==> src/rtl/bsdeser.sv <==
// bsdeser: framed LSB-first serial-to-parallel receiver with a one-entry
// valid/ready output register and sticky overflow/resync error flags.
module bsdeser #(
    parameter int WLEN = 10,
    parameter int CW   = 4
) (
    input  logic            clk,
    input  logic            reset,
    input  logic            sin,
    input  logic            isync,
    output logic [WLEN-1:0] out_data,
    output logic            out_valid,
    input  logic            out_ready,
    output logic            busy,
    output logic            ovf_err,
    output logic            sync_err,
    input  logic            clr_err
);
    typedef enum logic {IDLE, SHIFT} state_t;
    state_t          state_q, state_d;
    logic [CW-1:0]   cnt_q, cnt_d;
    logic [WLEN-1:0] sh_q, sh_d, data_q, data_d, word;
    logic            valid_q, valid_d, ovf_q, ovf_d, serr_q, serr_d;
    logic            done, resync, ovf_set;
    always_comb begin
        word    = {sin, sh_q[WLEN-1:1]};
        state_d = state_q;
        cnt_d   = cnt_q;
        sh_d    = sh_q;
        done    = 1'b0;
        resync  = 1'b0;
        if (state_q == IDLE) begin
            if (isync) begin
                sh_d    = word;
                cnt_d   = CW'(1);
                state_d = SHIFT;
            end
        end else begin
            sh_d = word;
            // an isync on any bit of a running frame, including the last, restarts it
            if (isync) begin
                resync = 1'b1;
                cnt_d  = CW'(1);
            end else if (cnt_q == CW'(WLEN-1)) begin
                done    = 1'b1;
                cnt_d   = '0;
                state_d = IDLE;
            end else begin
                cnt_d = cnt_q + CW'(1);
            end
        end
    end
    always_comb begin
        data_d  = data_q;
        valid_d = valid_q;
        ovf_set = done && valid_q && !out_ready;
        if (done && !ovf_set) begin
            data_d  = word;
            valid_d = 1'b1;
        end else if (valid_q && out_ready) begin
            valid_d = 1'b0;
        end
        ovf_d  = ovf_set | (ovf_q & ~clr_err);
        serr_d = resync | (serr_q & ~clr_err);
    end
    always_ff @(posedge clk) begin
        if (!reset) begin
            state_q <= IDLE;
            cnt_q   <= '0;
            sh_q    <= '0;
            data_q  <= '0;
            valid_q <= 1'b0;
            ovf_q   <= 1'b0;
            serr_q  <= 1'b0;
        end else begin
            state_q <= state_d;
            cnt_q   <= cnt_d;
            sh_q    <= sh_d;
            data_q  <= data_d;
            valid_q <= valid_d;
            ovf_q   <= ovf_d;
            serr_q  <= serr_d;
        end
    end
    assign out_data  = data_q;
    assign out_valid = valid_q;
    assign busy      = (state_q == SHIFT);
    assign ovf_err   = ovf_q;
    assign sync_err  = serr_q;
endmodule

==> config.mk <==
export PLATFORM = sky130hd
export DESIGN_NAME = bsdeser
export DESIGN_NICKNAME = d
export VERILOG_FILES = /design/src/rtl/bsdeser.sv
export SDC_FILE = /design/constraint.sdc
export NUM_CORES = 1
export LEC_CHECK = 0
export ABC_AREA = 1
export ABC_CLOCK_PERIOD_IN_PS = 1300
export BUFFER_PORTS_ARGS = -buffer_cell sky130_fd_sc_hd__buf_2
export CAP_MARGIN = 20
export CELL_PAD_IN_SITES_DETAIL_PLACEMENT = 0
export CELL_PAD_IN_SITES_GLOBAL_PLACEMENT = 1
export CORE_MARGIN = 10
export CORE_UTILIZATION = 34
export CTS_CLUSTER_DIAMETER = 60
export DETAILED_ROUTE_END_ITERATION = 6
export PLACE_DENSITY = 0.81
export SLEW_MARGIN = 20
export SYNTH_ARGS = -nofsm -noshare
export SYNTH_HDL_FRONTEND = slang
export SYNTH_SLANG_ARGS = --single-unit
export TNS_END_PERCENT = 100
==> constraint.sdc <==
create_clock -name clk -period 1.3 [get_ports clk]
set_input_delay 0.065 -clock clk [delete_from_list [all_inputs] [get_ports clk]]
set_output_delay 0.065 -clock clk [all_outputs]
set_load 0.03 [all_outputs]
==> flow_summary_export.csv <==
group,metric,value,unit
synthesis,avgSynthCellArea,7.17,sq um
floorplanning,die-area,5930,sq um
floorplanning,num_rows,20,
sta,setup_viol_count_final,0,
sta,max_freq,808,MHz
critical_path,end_kind,"flip-flop",
placement,placedInstanceArea,1270,sq um
synthesis,ys_types,20,
power_and_ir_drop,max-vdd-ir-drop,699,uV
critical_path,critical_path_class,"flip-flop to flip-flop",
critical_path,crit_cells,9,
clock_tree,clock_latency,0.33,ns
floorplanning,start_util,35.9,%
critical_path,cp_slowest_cell,"dfxtp_1",
synthesis,yosys_warnings,0,
synthesis,syn_nets,162,
grt,grt_max_degree,22,
final_layout,stdcell_area,1330,sq um
placement,place_congestion,0.775,
clock_tree,cts_buffer_depth,2,
synthesis,synth_seq_area_share,48.9,%
sta,slew_viol_final,0,
synthesis,syn_inst,154,
sta,fin_crit,1.24,ns
sta,grt_setup_unrepaired,"true",
synthesis,synth_async_sr_flop_share,0,%
clock_tree,root_buffer,"clkbuf_4",
grt,grt_pass1_wl,3.77,mm
critical_path,path_cells,"inv_1 > ha_1 > nand2_2 > nor2_4 > nand3_2 > buf_12 > nand2_1 > nand2_1 > nor2_2",
final_layout,drive_gt1_share,20.1,%
critical_path,cp.required,1.57,ns
final_layout,syn_to_final_growth,20.4,%
synthesis,synth-seq-cells,27,
sta,period_share,95.3,%
placement,pre_cts_ws,0.0747,ns
sta,tightest_slew,0.303,ns
sta,timing.slew.headroom,79.8,%
final_layout,nNetsFinal,188,
critical_path,reg2regPathDepth,9,
placement,dpl.hpwl,1.56,mm
sta,tns,0,ns
critical_path,setup.worst_path.end,"out_data[7]",
final_layout,layout.cells.non_filler,223,
critical_path,cp.arrival,1.51,ns
grt,antenna_found_initial,0,
clock_tree,cts_tree,"yes",
routing,firstDrtPassIters,4,
grt,gr-total-overflow,0,
routing,antenna_left,0,
power_and_ir_drop,p_total,1.37,mW
routing,num_vias,967,
clock_tree,h-tree-depth,1,
critical_path,path_common_cell,"nand2_1",
placement,numPortBuffers,19,
routing,drt_iter0_markers,89,
critical_path,r2r-start,"cnt_q[1]",
clock_tree,cts_num_sinks,27,
clock_tree,post-cts-setup-buffers,0,
outcome,outcome,"finished, final reports clean",
clock_tree,clk_pin_slew,0.14,ns
synthesis,synth_edf_count,0,
synthesis,syn_area,1100,sq um
grt,track_usage,7.48,%
floorplanning,ios,20,
floorplanning,die_h,77.0,um
critical_path,r2r_slack,0.06,ns
final_layout,fillers,331,
critical_path,crit_buf_inv,2,
clock_tree,cts_buffers,3,
floorplanning,die_w,77.0,um
critical_path,critPathLaunchType,"flip-flop",
flow_run,maxCapViolCount,0,
power_and_ir_drop,p_per_area,1030,nW/um^2
critical_path,crit_start,"cnt_q[1]",
critical_path,path_max_fanout,21,
grt,grt_pass1_vias,883,
critical_path,critPathTopFamily,"simple AND/OR/NAND/NOR gates",
final_layout,antennaDiodeCount,0,
critical_path,timing.rr.end,"out_data[7]",
routing,wl_per_cell,9.90,um
critical_path,critPathMaxStageDelay,0.34,ns
routing,drt-total-wl,2.21,mm
placement,dp.cells,217,
worst_hold_path,hp-class,"primary input to flip-flop",
sta,skew,0.00926,ns
floorplanning,core,3080,sq um
power_and_ir_drop,leakage,0.686,nW
routing,drt_drc_violations_left,0,
sta,layout_setup_ws,0.0617,ns
sta,hold_violations,0,
synthesis,synth_top_flop_cell,"dfxtp_1",
routing,detail_route.vias_per_cell,4.34,
[cells in the final DEF, fill, tap and decap left out, types with 2 or more instances in the layout]
cell type and count:
nand2_1 33, nor3_1 2, dfxtp_1 27, clkbuf_4 3, o21ai_0 9, nor2_1 38, a21oi_1 7, dlygate4sd3_1 2
nor2_2 4, buf_2 19, ha_1 2, inv_1 18, buf_4 4, nand4_1 2
[tightest hold or removal path, stage by stage]
cell and delay (ns):
buf_2 0.13, nand2_1 0.07, a21oi_1 0.06
[routing by layer]
layer | GRT usage (%) | share of wire [%] | vias up
li1 | - | - | 517
met1 | 8.23 | 47 | 435
met2 | 12.6 | 46 | 15
met3 | 3.85 | 6.7 | 0
met4 | 1.64 | 0 | 0
met5 | 0 | 0 | -
[layout make-up]
class / instances / area, sq um / area share [%]
Clock buffer: 3 / 22.5 / 1.69
Clock inverter: 1 / 7.51 / 0.564
Inverter: 19 / 71.3 / 5.36
Multi-Input combinational cell: 103 / 468 / 35.2
Sequential cell: 27 / 541 / 40.6
Tap cell: 44 / 55.1 / 4.14
Timing Repair Buffer: 26 / 165 / 12.4
[per-stage QoR]
| step | hold slack, ns | util [%] |
|---|---|---|
| final | 0.0227 | 43.2 |
| after global routing | 0.0217 | 43.2 |
| after CTS | 0.00672 | 43.0 |
| after detailed placement | 0.316 | 41.4 |
| after global placement | 0.307 | 41.4 |
| after floorplan | 0.200 | - |
[cells in the mapped netlist, types with 2 or more instances]
cell type,count,area [sq um]
nand4_1,2,12.5
nand2_1,33,124
buf_2,3,15.0
nor2_2,2,12.5
inv_1,18,67.6
ha_1,2,25.0
o21ai_0,9,45.0
dfxtp_1,27,541
nor2_1,40,150
nor3_1,2,10.0
a21oi_1,7,35.0
[report_power, final]
group	internal (mW)	total, mW	switching, mW
logic	0.0460	0.121	0.0746
clock network	0.118	0.370	0.253
registers	0.857	0.878	0.0212
total	1.02	1.37	0.348
[what timing repair did]
action / 4_1_cts / 5_1_grt
endpoints found under the hold margin: 4 / 0
setup endpoints to repair: 0 / 4
hold buffers: 2 / 0
gates resized for setup: 0 / 2
[worst min-delay path by stage]
stage | startpoint | end | slack (ns) | cells past startpoint
floorplan | sin | out_data[9] | 0.20 | 2
global placement | sin | out_data[9] | 0.31 | 3
detailed placement | sin | out_data[9] | 0.32 | 3
CTS | isync | sync_err | 0.007 | 3
global route | isync | sync_err | 0.02 | 3
finish | isync | sync_err | 0.02 | 3
[kinds of logic (layout without fill, tap and decap cells)]
family	Yosys count	after routing	synth area share [%]
fa+ha+maj	2	2	2.26
compound gates	17	17	7.93
flops	27	27	48.9
xor+xnor	1	1	0.793
simple gates	83	83	30.9
buf+inv	24	49	9.17
[state kept, by name, summed over array words and instances (netlist names)]
name,count
busy,1
cnt_q,4
out_data,10
out_valid,1
ovf_err,1
sh_q,9
sync_err,1
Power figures use the tool's default switching activity.
